--- src/rtl/muldiv_pkg.sv ---
// -----------------------------------------------------------------------------
// muldiv_pkg
// Shared definitions for the iterative multiply/divide unit:
//   - op_e     : operation encoding presented on the 'op' port
//   - estado_e : control FSM states
//   - helpers  : decode of the operation class (division / signed)
// -----------------------------------------------------------------------------
package muldiv_pkg;

    typedef enum logic [1:0] {
        OP_MULT  = 2'b00,
        OP_MULTU = 2'b01,
        OP_DIV   = 2'b10,
        OP_DIVU  = 2'b11
    } op_e;

    typedef enum logic [1:0] {
        INACTIVO = 2'b00,
        CALCULO  = 2'b01,
        FIN      = 2'b10
    } estado_e;

    // The upper op bit selects division, the lower bit selects unsigned.
    function automatic logic es_division(input op_e o);
        return o[1];
    endfunction

    function automatic logic es_con_signo(input op_e o);
        return ~o[0];
    endfunction

endpackage

--- src/rtl/unidad_muldiv_abs_signo.sv ---
// -----------------------------------------------------------------------------
// abs_signo
// Conditional two's-complement negation. Used both to turn signed operands
// into magnitudes and to put the sign back on the final product, quotient
// and remainder.
// Ports:
//   valor     : input value (W bits)
//   negar     : 1 = output is -valor, 0 = output is valor
//   resultado : conditioned value (W bits)
// -----------------------------------------------------------------------------
module abs_signo #(
    parameter int W = 32
) (
    input  logic [W-1:0] valor,
    input  logic         negar,
    output logic [W-1:0] resultado
);

    assign resultado = negar ? (~valor + W'(1)) : valor;

endmodule

--- src/rtl/unidad_muldiv.sv ---
// -----------------------------------------------------------------------------
// unidad_muldiv
// Iterative multiply/divide unit. MULT/MULTU use shift-add, DIV/DIVU use
// restoring division; both run one iteration per clock for ANCHO cycles on
// operand magnitudes, and the signs are applied when the result is written.
// Result is available ANCHO+1 cycles after a start is accepted.
// Ports:
//   clk     : rising-edge clock
//   rst     : asynchronous active-high reset
//   inicio  : start request (accepted only when idle, including the listo cycle)
//   op      : 00 MULT, 01 MULTU, 10 DIV, 11 DIVU
//   a, b    : operands (ANCHO bits)
//   ocupado : operation in progress, starts are ignored
//   listo   : one-cycle pulse, hi/lo/divcero updated
//   hi, lo  : product upper/lower half, or remainder/quotient
//   divcero : last completed operation was a division by zero
// -----------------------------------------------------------------------------
module unidad_muldiv
    import muldiv_pkg::*;
#(
    parameter int ANCHO = 32
) (
    input  logic             clk,
    input  logic             rst,
    input  logic             inicio,
    input  logic [1:0]       op,
    input  logic [ANCHO-1:0] a,
    input  logic [ANCHO-1:0] b,
    output logic             ocupado,
    output logic             listo,
    output logic [ANCHO-1:0] hi,
    output logic [ANCHO-1:0] lo,
    output logic             divcero
);

    localparam int               CNT_W  = $clog2(ANCHO + 1);
    localparam logic [CNT_W-1:0] ULTIMA = CNT_W'(ANCHO - 1);

    estado_e            estado_q, estado_d;
    logic [CNT_W-1:0]   cnt_q, cnt_d;
    op_e                op_q, op_d;
    logic [ANCHO-1:0]   a_q, a_d;           // raw a, returned in hi on divide-by-zero
    logic [ANCHO-1:0]   opb_q, opb_d;       // |b|: multiplicand or divisor
    logic [ANCHO-1:0]   acc_hi_q, acc_hi_d; // partial product / partial remainder
    logic [ANCHO-1:0]   acc_lo_q, acc_lo_d; // multiplier / dividend shifting into quotient
    logic               signo_a_q, signo_a_d;
    logic               signo_b_q, signo_b_d;
    logic [ANCHO-1:0]   hi_q, hi_d;
    logic [ANCHO-1:0]   lo_q, lo_d;
    logic               divcero_q, divcero_d;
    logic               listo_q, listo_d;
    logic               ocupado_q, ocupado_d;

    // ---------------- operand conditioning ----------------
    op_e              op_in;
    logic             neg_a_in, neg_b_in;
    logic [ANCHO-1:0] mag_a, mag_b;

    assign op_in    = op_e'(op);
    assign neg_a_in = es_con_signo(op_in) & a[ANCHO-1];
    assign neg_b_in = es_con_signo(op_in) & b[ANCHO-1];

    abs_signo #(.W(ANCHO)) u_abs_a (.valor(a), .negar(neg_a_in), .resultado(mag_a));
    abs_signo #(.W(ANCHO)) u_abs_b (.valor(b), .negar(neg_b_in), .resultado(mag_b));

    // ---------------- iteration datapath ----------------
    logic [ANCHO:0]   suma;
    logic [ANCHO:0]   desplazado;
    logic [ANCHO-1:0] resta;
    logic             cabe;

    // Shift-add: add multiplicand when the current multiplier LSB is set;
    // the carry bit is kept so the right shift loses nothing.
    assign suma       = {1'b0, acc_hi_q} + (acc_lo_q[0] ? {1'b0, opb_q} : '0);
    // Restoring division: bring in the next dividend bit and trial-subtract.
    // The partial remainder stays below the divisor, so ANCHO+1 bits suffice
    // and a successful subtraction always fits back in ANCHO bits.
    assign desplazado = {acc_hi_q, acc_lo_q[ANCHO-1]};
    assign cabe       = (desplazado >= {1'b0, opb_q});
    assign resta      = desplazado[ANCHO-1:0] - opb_q;

    // ---------------- result sign correction ----------------
    logic               neg_res, neg_resto;
    logic [2*ANCHO-1:0] prod_fix;
    logic [ANCHO-1:0]   coc_fix, resto_fix;

    assign neg_res   = es_con_signo(op_q) & (signo_a_q ^ signo_b_q);
    assign neg_resto = es_con_signo(op_q) & signo_a_q;

    abs_signo #(.W(2*ANCHO)) u_fix_prod (
        .valor({acc_hi_q, acc_lo_q}), .negar(neg_res), .resultado(prod_fix)
    );
    abs_signo #(.W(ANCHO)) u_fix_coc (
        .valor(acc_lo_q), .negar(neg_res), .resultado(coc_fix)
    );
    abs_signo #(.W(ANCHO)) u_fix_resto (
        .valor(acc_hi_q), .negar(neg_resto), .resultado(resto_fix)
    );

    // ---------------- FSM: state register ----------------
    always_ff @(posedge clk or posedge rst) begin
        if (rst) begin
            estado_q <= INACTIVO;
        end else begin
            estado_q <= estado_d;
        end
    end

    // ---------------- FSM: next state ----------------
    always_comb begin
        estado_d = estado_q;
        case (estado_q)
            INACTIVO: if (inicio) estado_d = CALCULO;
            CALCULO:  if (cnt_q == ULTIMA) estado_d = FIN;
            FIN:      estado_d = INACTIVO;
            default:  estado_d = INACTIVO;
        endcase
    end

    // ---------------- FSM: datapath and outputs ----------------
    always_comb begin
        cnt_d     = cnt_q;
        op_d      = op_q;
        a_d       = a_q;
        opb_d     = opb_q;
        acc_hi_d  = acc_hi_q;
        acc_lo_d  = acc_lo_q;
        signo_a_d = signo_a_q;
        signo_b_d = signo_b_q;
        hi_d      = hi_q;
        lo_d      = lo_q;
        divcero_d = divcero_q;
        listo_d   = 1'b0;
        ocupado_d = ocupado_q;

        case (estado_q)
            INACTIVO: begin
                if (inicio) begin
                    op_d      = op_in;
                    a_d       = a;
                    opb_d     = mag_b;
                    acc_hi_d  = '0;
                    acc_lo_d  = mag_a;
                    signo_a_d = neg_a_in;
                    signo_b_d = neg_b_in;
                    cnt_d     = '0;
                    ocupado_d = 1'b1;
                end
            end
            CALCULO: begin
                cnt_d = cnt_q + CNT_W'(1);
                if (es_division(op_q)) begin
                    acc_hi_d = cabe ? resta : desplazado[ANCHO-1:0];
                    acc_lo_d = {acc_lo_q[ANCHO-2:0], cabe};
                end else begin
                    {acc_hi_d, acc_lo_d} = {suma, acc_lo_q[ANCHO-1:1]};
                end
            end
            FIN: begin
                listo_d   = 1'b1;
                ocupado_d = 1'b0;
                if (es_division(op_q)) begin
                    // |b| is zero exactly when b is zero
                    if (opb_q == '0) begin
                        lo_d      = '1;
                        hi_d      = a_q;
                        divcero_d = 1'b1;
                    end else begin
                        lo_d      = coc_fix;
                        hi_d      = resto_fix;
                        divcero_d = 1'b0;
                    end
                end else begin
                    {hi_d, lo_d} = prod_fix;
                    divcero_d    = 1'b0;
                end
            end
            default: begin
                ocupado_d = 1'b0;
            end
        endcase
    end

    // ---------------- registers ----------------
    always_ff @(posedge clk or posedge rst) begin
        if (rst) begin
            cnt_q     <= '0;
            op_q      <= OP_MULT;
            a_q       <= '0;
            opb_q     <= '0;
            acc_hi_q  <= '0;
            acc_lo_q  <= '0;
            signo_a_q <= 1'b0;
            signo_b_q <= 1'b0;
            hi_q      <= '0;
            lo_q      <= '0;
            divcero_q <= 1'b0;
            listo_q   <= 1'b0;
            ocupado_q <= 1'b0;
        end else begin
            cnt_q     <= cnt_d;
            op_q      <= op_d;
            a_q       <= a_d;
            opb_q     <= opb_d;
            acc_hi_q  <= acc_hi_d;
            acc_lo_q  <= acc_lo_d;
            signo_a_q <= signo_a_d;
            signo_b_q <= signo_b_d;
            hi_q      <= hi_d;
            lo_q      <= lo_d;
            divcero_q <= divcero_d;
            listo_q   <= listo_d;
            ocupado_q <= ocupado_d;
        end
    end

    assign ocupado = ocupado_q;
    assign listo   = listo_q;
    assign hi      = hi_q;
    assign lo      = lo_q;
    assign divcero = divcero_q;

endmodule

--- config.mk ---
export PLATFORM = sky130hd
export DESIGN_NAME = unidad_muldiv
export DESIGN_NICKNAME = d
export VERILOG_FILES = /design/src/rtl/muldiv_pkg.sv /design/src/rtl/unidad_muldiv_abs_signo.sv /design/src/rtl/unidad_muldiv.sv
export SDC_FILE = /design/constraint.sdc
export NUM_CORES = 1
export LEC_CHECK = 0
export BUFFER_PORTS_ARGS = -buffer_cell sky130_fd_sc_hd__buf_2
export CORE_MARGIN = 3
export CORE_UTILIZATION = 35
export CTS_CLUSTER_DIAMETER = 60
export DETAILED_ROUTE_END_ITERATION = 12
export GPL_ROUTABILITY_DRIVEN = 0
export PLACE_DENSITY = 0.57
export SYNTH_ARGS = -nofsm -noshare
export SYNTH_HDL_FRONTEND = slang
export SYNTH_HIERARCHICAL = 1
export SYNTH_SLANG_ARGS = --single-unit
--- constraint.sdc ---
create_clock -name clk -period 11.1 [get_ports clk]
set_input_delay 3.33 -clock clk [delete_from_list [all_inputs] [get_ports clk]]
set_output_delay 3.33 -clock clk [all_outputs]
set_load 0.1 [all_outputs]
After elaboration in Yosys (flattened, before gate mapping)
Cells that the tools add are included.
{ "word_totals": {"rom_bits": 0, "regBits": 207, "ram_bits": 0, "memories": 0, "latch_bits": 0, "in_bits": 69} }
{ "op_classes": {"add_sub_neg": 8, "n_reduce_logical": 7, "n_mux": 27, "n_lt_le_gt_ge": 1, "bitwise": 13, "eq_ne": 5, "mul": 0, "div": 0, "shift": 0} }
{ "op_table": {"columns": ["operator", "count"], "rows": [
  ["32-bit two-way mux", 14],
  ["32-bit by 1-bit adder with 32-bit output (second input constant)", 4],
  ["32-bit NOT", 4],
  ["32-bit one-hot mux with 2 select lines", 2],
  ["64-bit by 1-bit adder with 64-bit output (second input constant)", 1],
  ["64-bit two-way mux", 1],
  ["64-bit NOT", 1],
  ["32-bit by 32-bit adder with 33-bit output", 1],
  ["33-bit by 32-bit greater-or-equal comparator with 1-bit output", 1],
  ["32-bit zero test", 1],
  ["32-bit subtractor", 1],
  ["6-bit one-hot mux with 2 select lines", 1],
  ["2-bit AND reduction", 4],
  ["6-bit by 1-bit adder with 6-bit output (second input constant)", 1],
  ["6-bit by 5-bit equality test with 1-bit output (second input constant)", 1],
  ["6-bit two-way mux", 1],
  ["1-bit bitwise AND", 4],
  ["1-bit two-way mux", 4],
  ["2-bit two-way mux", 2],
  ["2-bit inequality test (second input constant)", 2],
  ["2-bit one-hot mux with 2 select lines", 1],
  ["1-bit NOT", 3],
  ["2-bit by 1-bit equality test with 1-bit output (second input constant)", 1],
  ["2-bit equality test (second input constant)", 1],
  ["4 further kinds", 4]
]} }

Depth between registers and ports, before layout
Gate-level depths: netlist of the first run.
{ "depth": {"ltp_word": 5, "mapped_depth": 14, "ltp_nobuf": 14} }

Modules after synthesis
Netlist of the first run, hierarchy kept.
{ "modules_own_cells": {"columns": ["mod", "seq_area_each_um2", "area_each_um2", "instances", "cells_each"], "rows": [
  ["unidad_muldiv", 5180.0, 13216.4, 1, 1590],
  ["abs_signo (u_abs_a ...)", 0.0, 777.0, 4, 99],
  ["abs_signo (u_fix_prod)", 0.0, 1649.1, 1, 206]
]} }

Least setup slack after synthesis of the first run
No wires, ideal clock.
{ "synth_timing": {"kind": "in2reg", "from": "input a[6]", "to": "register acc_lo_q[27]", "stages": 6, "t_required_ns": 11.017, "slack_ns": 6.402, "setup_time_ns": 0.083, "arrival_time_ns": 4.615, "cell_sequence": "nor4_4 -> nand4b_2 -> o41ai_2 -> xnor2_1 -> a21oi_1 -> o21ai_0"} }
{ "synth_between": {"elab_chain_cells": 5} }
{ "synth_lines": {"columns": ["element", "line", "source"], "rows": [
  ["from (decl)", "unidad_muldiv.sv:27", "input logic [ANCHO-1:0] a,"],
  ["32-bit NOT", "unidad_muldiv_abs_signo.sv:19", "assign resultado = negar ? (~valor + W'(1)) : valor;"],
  ["32-bit by 1-bit adder with 32-bit output", "unidad_muldiv_abs_signo.sv:19", null],
  ["32-bit two-way mux", "unidad_muldiv_abs_signo.sv:19", null],
  ["named net mag_a[27]", "unidad_muldiv.sv:57", "logic [ANCHO-1:0] mag_a, mag_b;"],
  ["32-bit two-way mux", "unidad_muldiv.sv:138", "if (inicio) begin"],
  ["32-bit one-hot mux with 2 select lines", "unidad_muldiv.sv:136", "case (estado_q)"],
  ["to (signal assigned)", "unidad_muldiv.sv:206", "acc_lo_q <= acc_lo_d;"],
  ["to (decl)", "unidad_muldiv.sv:45", "logic [ANCHO-1:0] acc_lo_q, acc_lo_d;"]
]} }
The timed path passes the listed nets, and every way through them passes these cells. The select of a mux whose other input is x is not followed.
A chain may end at the register's enable or synchronous reset.

Worst setup path in the final report of the first run
{ "layout_timing": {"from": "register hi_q[25], in the netlist hi[25]", "to": "output hi[25]"} }
{ "layout_lines": {"columns": ["element", "line", "source"], "rows": [
  ["from (decl)", "unidad_muldiv.sv:48", "logic [ANCHO-1:0] hi_q, hi_d;"],
  ["from (signal assigned)", "unidad_muldiv.sv:209", "hi_q <= hi_d;"],
  ["to (decl)", "unidad_muldiv.sv:31", "output logic [ANCHO-1:0] hi,"]
]} }
No word-level cell between the ends.

==> results.sh, run 1 <==
export IMPL_status="completed"
export IMPL_route_detailed_drc=0
export IMPL_core_sq_um=50480
export IMPL_vias_per_cell=5.550
export IMPL_grt_pass1_wl_microns=87880
export IMPL_required_ns=7.77
export IMPL_dp_hpwl_microns=42410
export IMPL_seq_area_frac_synth_pct=28.82
export IMPL_cts_tree="yes"
export IMPL_worstReg2RegEnd="acc_hi_q[21]"
export IMPL_cts_reportedPaths_clkPinSlew_ns=0.06
export IMPL_async_reset_ff_share_pct=100.0
export IMPL_num_vias=16380
export IMPL_timing_hold_worst_class="flip-flop to flip-flop"
export IMPL_critPathLaunchType="flip-flop"
export IMPL_setup_viol=0
export IMPL_cap_violations=0
export IMPL_min_period_ns=4.720
export IMPL_synth_area_leaders="dfrtp_1, xnor2_1, nand2_1"
export IMPL_worstMarginPinSlew_ns=1.275
export IMPL_hold_viol_final=0
export IMPL_irDropWorstVdd_v=0.0001529
export IMPL_power_density_nw_per_um2=274.6
export IMPL_cp_buffers_inverters=1
export IMPL_wirelength_microns=56250
export IMPL_die_y_microns=232.6
export IMPL_fill_cells=5232
export IMPL_clockBufferDepth=3
export IMPL_clkSinkCount=207
export IMPL_syn_cell_area_sq_um=17970
export IMPL_cts_root_buf="clkbuf_16"
export IMPL_cp_top_family="buffers and inverters"
export IMPL_crit_type="flip-flop to output pin"
export IMPL_drive_above_1_share_pct=13.39
export IMPL_p_leak_nw=8.163
export IMPL_grt_max_degree=110
export IMPL_drtIter0Drc=1445
export IMPL_post_route_cell_area_sq_um=20170
export IMPL_grt_use_total_pct=20.20
export IMPL_yosys_area_top_type_share_pct=28.82
export IMPL_final_max_slew_viol_count=0
export IMPL_startpoint="hi[25]"
export IMPL_clock_latency_ns=0.56
export IMPL_slew_limit_headroom_pct=14.58
export IMPL_r2r_start="acc_hi_q[7]"
export IMPL_cp_slowest_cell="buf_2"
export IMPL_grt_ovfl_total=0
export IMPL_io_buffers=135
export IMPL_slowest_delay_ns=0.45
export IMPL_avgSynthCellArea_sq_um=8.200
export IMPL_end_kind="output pin"
export IMPL_antenna_found_initial=0
export IMPL_grt_pass1_vias=15200
export IMPL_cts_buffers=29
export IMPL_postCtsSetupRepairBufs=0
export IMPL_initial_core_util_pct=35.61
export IMPL_nNetsFinal=2398
export IMPL_cts_max_level=1
export IMPL_synth_seq_cells=207
export IMPL_io_pins=136
export IMPL_ff2ff_path_depth=12
export IMPL_hold_buffers=0
export IMPL_first_pass_iters=6
export IMPL_synth_cell_types=93
export IMPL_die_x_microns=232.6
export IMPL_area_growth_pct=12.22
export IMPL_placed_area_sq_um=19180
export IMPL_crit_fanout=2
export IMPL_crit_arrival_ns=1.39
export IMPL_clock_skew_final_ns=0.01372
export IMPL_wl_per_cell_microns=19.06
export IMPL_synth_top_area_cell="dfrtp_1"
export IMPL_synth_ff_type="dfrtp_1"
export IMPL_r2r_slack_ns=7.19
export IMPL_fin_tns_setup_ns=0
export IMPL_placementRows=82
export IMPL_yosys_warnings=6
export IMPL_post_route_period_util_pct=42.52
export IMPL_synth_edf_count=0
export IMPL_rsz0062_at_grt="false"
export IMPL_cts_resized=0
export IMPL_fmax_ghz=0.2119
export IMPL_crit_path_cell_trace="buf_2"
export IMPL_synthCells=2192
export IMPL_drtAntennaViolNets=0
export IMPL_power_mw=5.540
export IMPL_syn_num_nets=2333
export IMPL_critPathCapture="hi[25]"
export IMPL_die_area_sq_um=54110
export IMPL_cp_depth=1
[per-layer routing]
metal	up-vias	track usage [%]	wire length (microns)
met1	7778	28.81	26370
met5	-	0	0
met4	0	6.986	2042
met3	87	2.130	2894
met2	501	31.74	24940
li1	8013	-	-
[worst min-delay path by stage]
| stage | start | endpoint | slack [ns] | depth (start not counted) |
|---|---|---|---|---|
| floorplan | cnt_q[5] | cnt_q[5] | 0.44 | 1 |
| global placement | cnt_q[5] | cnt_q[5] | 0.45 | 1 |
| detailed placement | divcero | divcero | 0.46 | 2 |
| CTS | divcero | divcero | 0.47 | 2 |
| global route | cnt_q[5] | cnt_q[5] | 0.49 | 1 |
| finish | divcero | divcero | 0.47 | 2 |
[sequential cells by signal, summed over array words and instances (netlist names)]
| register | count |
|---|---|
| a_q | 32 |
| acc_hi_q | 32 |
| acc_lo_q | 32 |
| cnt_q | 6 |
| divcero | 1 |
| estado_q | 2 |
| hi | 32 |
| listo | 1 |
| lo | 32 |
| ocupado | 1 |
| op_q | 2 |
| opb_q | 32 |
| signo_a_q | 1 |
| signo_b_q | 1 |
[cell usage in the layout (no fill, tap or decap), types with 8 or more instances in the layout]
| master | count |
|---|---|
| a21o_1 | 34 |
| a21oi_1 | 124 |
| a22oi_1 | 15 |
| a31oi_1 | 9 |
| and2_1 | 35 |
| buf_2 | 135 |
| buf_4 | 16 |
| clkbuf_16 | 29 |
| dfrtp_1 | 206 |
| ha_1 | 70 |
| inv_1 | 61 |
| mux2i_1 | 79 |
| nand2_1 | 345 |
| nand2b_1 | 21 |
| nand3_1 | 33 |
| nand3b_1 | 8 |
| nand4_1 | 24 |
| nor2_1 | 119 |
| nor2b_1 | 13 |
| nor3_1 | 20 |
| nor4_1 | 19 |
| nor4_4 | 17 |
| o21ai_0 | 244 |
| o21ai_1 | 22 |
| o21bai_1 | 9 |
| o31ai_1 | 56 |
| o41ai_1 | 31 |
| o41ai_2 | 20 |
| or2_2 | 9 |
| or2b_1 | 8 |
| or3_1 | 50 |
| or4_1 | 8 |
| xnor2_1 | 219 |
| xor2_1 | 18 |
[power by group]
| group | total, mW | switching, mW | internal (mW) | leakage, nW |
|---|---|---|---|---|
| Clock | 0.946 | 0.365 | 0.580 | 0.485 |
| Sequential | 1.47 | 0.531 | 0.939 | 2.47 |
| Combinational | 3.12 | 1.76 | 1.36 | 5.21 |
[cells by family after synthesis]
group | share of synthesized area [%]
XOR/XNOR | 11.55
buffers and inverters | 4.045
adder cells (fa/ha/maj) | 5.096
multiplexers | 4.608
AO/OA/AOI/OAI | 22.90
flip-flops | 28.82
AND/OR/NAND/NOR | 22.98
[Yosys cell counts, types with 10 or more instances]
master / instances
and2_1: 36
nand2b_1: 23
buf_1: 23
dfrtp_1: 207
nor4_4: 17
nor4_1: 19
o41ai_1: 31
nor2b_1: 16
mux2i_1: 79
o21ai_1: 22
o41ai_2: 20
inv_1: 63
a21oi_1: 124
xnor2_1: 219
o21ai_0: 244
clkbuf_1: 83
o31ai_1: 56
nand3_1: 33
nand2_1: 345
nand4_1: 24
nor3_1: 20
or3_1: 50
o21bai_1: 10
ha_1: 70
a21o_1: 34
a22oi_1: 15
xor2_1: 18
nor2_1: 122
[area by class of cell]
cell class | instances | area (sq um) | share of cell area (%)
multi-input combinational | 1805 | 12110 | 60.06
sequential | 207 | 5181 | 25.69
tap | 672 | 840.8 | 4.168
timing repair buffer | 151 | 795.8 | 3.945
clock buffer | 35 | 788.3 | 3.908
inverter | 63 | 244.0 | 1.210
clock inverter | 17 | 203.9 | 1.011
antenna | 1 | 2.502 | 0.01241
[per-stage QoR]
stage	setup WS, ns	hold WS [ns]	cells	utilization, %
finish	6.380	0.4682	2951	39.96
CTS	6.349	0.4741	2950	39.95
global route	6.248	0.4933	2950	39.95
global placement	5.870	0.4487	2898	37.99
floorplan	2.118	0.4386	2192	-
detailed placement	5.884	0.4617	2898	37.99
(Power assumes the default switching activity.)
==> inputs of run 2 (changes only) <==
clock period = 4.9 ns   (was 11.1 ns; I/O delays follow)
==> results.sh, run 2 (synthesis results as in run 1) <==
export IMPL_drtAntennaViolNets=0
export IMPL_cp_top_family="compound AO/OA/AOI/OAI gates"
export IMPL_grt_max_degree=134
export IMPL_grt_ovfl_total=0
export IMPL_required_ns=5.33
export IMPL_cts_root_buf="clkbuf_16"
export IMPL_route_detailed_drc=0
export IMPL_worstMarginPinSlew_ns=1.196
export IMPL_cts_tree="yes"
export IMPL_vias_per_cell=5.554
export IMPL_fill_cells=5120
export IMPL_cts_buffers=30
export IMPL_drtIter0Drc=1248
export IMPL_clkSinkCount=207
export IMPL_hold_buffers=0
export IMPL_slew_limit_headroom_pct=19.87
export IMPL_placed_area_sq_um=19280
export IMPL_fin_tns_setup_ns=0
export IMPL_crit_fanout=10
export IMPL_die_area_sq_um=54110
export IMPL_nNetsFinal=2410
export IMPL_wl_per_cell_microns=19.56
export IMPL_diodes=0
export IMPL_post_route_cell_area_sq_um=20360
export IMPL_grt_use_total_pct=20.95
export IMPL_setup_viol=0
export IMPL_cap_violations=0
export IMPL_cellInternalPower_mw=6.685
export IMPL_r2r_slack_ns=1.06
export IMPL_p_seq_share_pct=25.9
export IMPL_area_growth_pct=13.25
export IMPL_die_x_microns=232.6
export IMPL_initial_core_util_pct=35.61
export IMPL_rsz0062_at_grt="false"
export IMPL_slowest_delay_ns=0.63
export IMPL_switching_share_pct=47.95
export IMPL_io_buffers=135
export IMPL_cp_buffers_inverters=2
export IMPL_wirelength_microns=57980
export IMPL_clock_latency_ns=0.58
export IMPL_power_density_nw_per_um2=631.0
export IMPL_fmax_ghz=0.2604
export IMPL_final_cell_mix="nand2_1, o21ai_0, xnor2_1"
export IMPL_combPwrFrac_pct=56.1
export IMPL_mostFrequentLayoutCell="nand2_1"
export IMPL_crit_path_cell_trace="inv_1, ha_1, inv_1, fa_1, a211oi_1, o21ai_0, nand4_1, a21oi_1, or3b_1, a21oi_1, o21bai_1, a21o_1, xnor2_1, o31ai_1"
export IMPL_finalWorstSetupSlack_ns=1.060
export IMPL_dp_cells=2909
export IMPL_power_frac_clock_pct=18.0
export IMPL_drive_above_1_share_pct=13.87
export IMPL_postCtsSetupRepairBufs=0
export IMPL_antenna_found_initial=0
export IMPL_grt_pass1_vias=15680
export IMPL_grt_pass1_wl_microns=90990
export IMPL_cts_resized=0
export IMPL_critPathLaunchType="flip-flop"
export IMPL_pre_cts_ws_ns=1.150
export IMPL_crit_arrival_ns=4.27
export IMPL_cts_reportedPaths_clkPinSlew_ns=0.06
export IMPL_final_max_slew_viol_count=0
export IMPL_io_pins=136
export IMPL_placementRows=82
export IMPL_core_sq_um=50480
export IMPL_end_kind="flip-flop"
export IMPL_hold_viol_final=0
export IMPL_first_pass_iters=6
export IMPL_crit_type="flip-flop to flip-flop"
export IMPL_die_y_microns=232.6
export IMPL_final_cell_count_no_fill=2965
export IMPL_min_period_ns=3.840
export IMPL_post_route_period_util_pct=78.37
export IMPL_power_mw=12.84
export IMPL_timing_hold_worst_class="flip-flop to flip-flop"
export IMPL_cp_slowest_cell="dfrtp_1"
export IMPL_irDropWorstVdd_v=0.0002544
export IMPL_cts_max_level=1
export IMPL_status="completed"
export IMPL_clockBufferDepth=3
export IMPL_p_leak_nw=8.258
export IMPL_num_vias=16470
export IMPL_dp_hpwl_microns=44070
export IMPL_switchingPower_mw=6.158
export IMPL_clock_skew_final_ns=0.01278
[run 2: cell types whose count changed in the layout (fill, tap and decap cells not counted), sizes merged]
| cell | change |
|---|---|
| buf | +11 |
| clkinvlp | +1 |
| diode | -1 |
| clkinv | +1 |
| clkbuf | +2 |
| inv | -2 |
| bufinv | +2 |
[run 2: layout make-up]
class                   count  area, sq um  area share [%]
repair buffers            162        903.4           4.438
flip-flops and latches    207         5181           25.45
clock buffers              37        807.0           3.965
multi-input cells        1805        12110           59.51
clock inverters            19        269.0           1.322
inverters                  63        240.2           1.180
well taps                 672        840.8           4.131
[run 2: worst paths after layout]
| path | to | start | cells past startpoint |
|---|---|---|---|
| setup reg to reg | acc_hi_q[28] | acc_lo_q[31] | 14 |
| setup / recovery | acc_hi_q[28] | acc_lo_q[31] | 14 |
| max in group asynchronous | lo[29] | rst | 3 |
| hold / removal | hi[18] | hi[18] | 2 |
| hold reg to reg | hi[18] | hi[18] | 2 |
| min in group asynchronous | hi[1] | rst | 2 |
[run 2: layer usage]
metal	up-vias	track usage (%)	part of all wire, %
met4	0	8.314	4.2
met2	568	33.23	44
met3	100	1.971	5.8
met1	7771	29.33	46
li1	8030	-	-
met5	-	0	0
[run 2: worst register-to-register path, stage by stage (launching register included)]
cell and delay, ns:
dfrtp_1 0.63, inv_1 0.16, ha_1 0.18, inv_1 0.05, fa_1 0.42, a211oi_1 0.36
o21ai_0 0.24, nand4_1 0.18, a21oi_1 0.12, or3b_1 0.38, a21oi_1 0.32, o21bai_1 0.11
a21o_1 0.19, xnor2_1 0.27, o31ai_1 0.11
[run 2: power by group through the flow]
stage / Combinational (mW) / Sequential, mW / Clock [mW]
5_1_grt: 7.95 / 3.40 / 2.45
6_report: 7.21 / 3.32 / 2.32
3_3_place_gp: 7.02 / 3.31 / 0
2_1_floorplan: 5.58 / 2.89 / 0
4_1_cts: 7.12 / 3.29 / 2.38
3_5_place_dp: 7.08 / 3.32 / 0
[run 2: metrics by stage]
| stage | util (%) | hold WS (ns) |
|---|---|---|
| floorplan | - | 0.4386 |
| finish | 40.33 | 0.4675 |
| detailed placement | 38.19 | 0.4640 |
| global route | 40.33 | 0.4835 |
| global placement | 38.19 | 0.4535 |
| CTS | 40.33 | 0.4728 |
==> inputs of run 3 (changes only) <==
clock period = 3.6 ns   (was 4.9 ns; I/O delays follow)
==> results.sh, run 3 (synthesis results as in run 1) <==
export IMPL_p_leak_nw=8.606
export IMPL_route_detailed_drc=0
export IMPL_cap_violations=0
export IMPL_p_seq_share_pct=20.7
export IMPL_diodes=0
export IMPL_die_x_microns=232.6
export IMPL_slowest_delay_ns=0.50
export IMPL_r2r_start="acc_lo_q[0]"
export IMPL_io_buffers=135
export IMPL_rsz0062_at_grt="false"
export IMPL_grt_max_degree=126
export IMPL_drive_above_1_share_pct=16.57
export IMPL_num_vias=16860
export IMPL_post_route_cell_area_sq_um=20910
export IMPL_clock_skew_final_ns=0.01656
export IMPL_min_period_ns=3.458
export IMPL_ff2ff_path_depth=12
export IMPL_dp_hpwl_microns=45980
export IMPL_grt_use_total_pct=21.36
export IMPL_placementRows=82
export IMPL_worstReg2RegEnd="acc_hi_q[30]"
export IMPL_slew_limit_headroom_pct=25.25
export IMPL_final_cell_mix="nand2_1, o21ai_0, xnor2_1"
export IMPL_worstMarginPinSlew_ns=1.120
export IMPL_fin_tns_setup_ns=0
export IMPL_die_area_sq_um=54110
export IMPL_cts_tree="yes"
export IMPL_cts_root_buf="clkbuf_16"
export IMPL_io_pins=136
export IMPL_r2r_slack_ns=0.14
export IMPL_cellInternalPower_mw=9.373
export IMPL_placed_area_sq_um=19880
export IMPL_drtAntennaViolNets=0
export IMPL_switchingPower_mw=8.532
export IMPL_critPathCapture="acc_hi_q[30]"
export IMPL_cts_reportedPaths_clkPinSlew_ns=0.06
export IMPL_fill_cells=5200
export IMPL_startpoint="acc_lo_q[0]"
export IMPL_die_y_microns=232.6
export IMPL_postCtsSetupRepairBufs=0
export IMPL_status="completed"
export IMPL_crit_fanout=16
export IMPL_wirelength_microns=59380
export IMPL_grt_ovfl_total=0
export IMPL_cts_max_level=1
export IMPL_crit_arrival_ns=3.95
export IMPL_multi_input_area_sq_um=12140
export IMPL_power_frac_clock_pct=16.4
export IMPL_hold_viol_final=0
export IMPL_core_sq_um=50480
export IMPL_nNetsFinal=2484
export IMPL_end_kind="flip-flop"
export IMPL_clockBufferDepth=3
export IMPL_drtIter0Drc=1683
export IMPL_post_route_period_util_pct=96.05
export IMPL_crit_type="flip-flop to flip-flop"
export IMPL_clock_latency_ns=0.58
export IMPL_hold_buffers=0
export IMPL_finalWorstSetupSlack_ns=0.1422
export IMPL_cp_slowest_cell="dfrtp_2"
export IMPL_area_growth_pct=16.31
export IMPL_wl_per_cell_microns=19.55
export IMPL_fmax_ghz=0.2892
export IMPL_critPathLaunchType="flip-flop"
export IMPL_cts_buffers=31
export IMPL_vias_per_cell=5.549
export IMPL_setup_viol=0
export IMPL_power_density_nw_per_um2=856.5
export IMPL_first_pass_iters=6
export IMPL_grt_pass1_vias=15830
export IMPL_seqCellArea_sq_um=5182
export IMPL_mostFrequentLayoutCell="nand2_1"
export IMPL_clkSinkCount=207
export IMPL_irDropWorstVdd_v=0.0003753
export IMPL_timing_hold_worst_class="flip-flop to flip-flop"
export IMPL_grt_pass1_wl_microns=91970
export IMPL_initial_core_util_pct=35.61
export IMPL_switching_share_pct=47.65
export IMPL_cts_resized=0
export IMPL_combPwrFrac_pct=63.0
export IMPL_pre_cts_ws_ns=0.1521
export IMPL_required_ns=4.09
export IMPL_crit_path_cell_trace="and2_1, ha_1, a21o_1, a221o_1, o21ai_1, nand2_1, nor3b_4, o21bai_2, a2111o_1, nand3_1, or4b_1, o211ai_1"
export IMPL_final_max_slew_viol_count=0
export IMPL_antenna_found_initial=0
==> run 3: changes by cell type in the layout (fill, tap and decap cells not counted), sizes merged <==
cell,before,now
bufinv,5,1
clkinvlp,3,2
buf,162,235
clkbuf,37,45
inv,66,65
clkinv,8,6
==> run 3: critical path: cells and delay by family (launching register included) <==
kind,cells,cell delay [ns]
adders and majority gates,1,0.38
AOI/OAI and AO/OA,6,1.38
and+or+nand+nor,5,1.11
DFF,1,0.50
==> run 3: stage by stage <==
stage / hold slack (ns) / std cells / power, mW / util (%)
after global routing: 0.4968 / 3038 / 19.25 / 41.41
final: 0.4636 / 3038 / 17.91 / 41.41
after CTS: 0.4726 / 3038 / 17.76 / 41.35
after detailed placement: 0.4596 / 2982 / 14.73 / 39.38
after floorplan: 0.4386 / 2192 / 11.53 / -
after global placement: 0.4496 / 2982 / 14.60 / 39.38
==> run 3: worst min-delay path by stage <==
stage	to	slack, ns	from	depth (start not counted)
floorplan	cnt_q[5]	0.44	cnt_q[5]	1
global placement	divcero	0.45	divcero	2
detailed placement	divcero	0.46	divcero	2
CTS	divcero	0.47	divcero	2
global route	lo[19]	0.50	lo[19]	2
finish	divcero	0.46	divcero	2
==> run 3: metal layers <==
layer  part of all wire [%]  wire length (microns)  global-route usage, %
met1                     46                  27230                  30.09
met2                     44                  26070                  33.53
met3                    6.3                   3754                  2.608
met4                    3.9                   2326                  7.852
met5                      0                      0                      0
==> run 3: area by class of cell <==
class                           instances  area share [%]
Multi-Input combinational cell       1805           58.09
Sequential cell                       207           24.79
Timing Repair Buffer                  235           7.182
Clock buffer                           45           4.249
Tap cell                              672           4.022
Inverter                               63           1.149
Clock inverter                         11          0.5147
==> run 3: power groups by stage <==
| stage | sequential [mW] | clock, mW | combinational (mW) |
|---|---|---|---|
| 6_report | 3.71 | 2.93 | 11.3 |
| 5_1_grt | 3.77 | 3.09 | 12.4 |
| 4_1_cts | 3.67 | 3.00 | 11.1 |
| 3_5_place_dp | 3.71 | 0 | 11.0 |
| 2_1_floorplan | 3.93 | 0 | 7.60 |
| 3_3_place_gp | 3.71 | 0 | 10.9 |
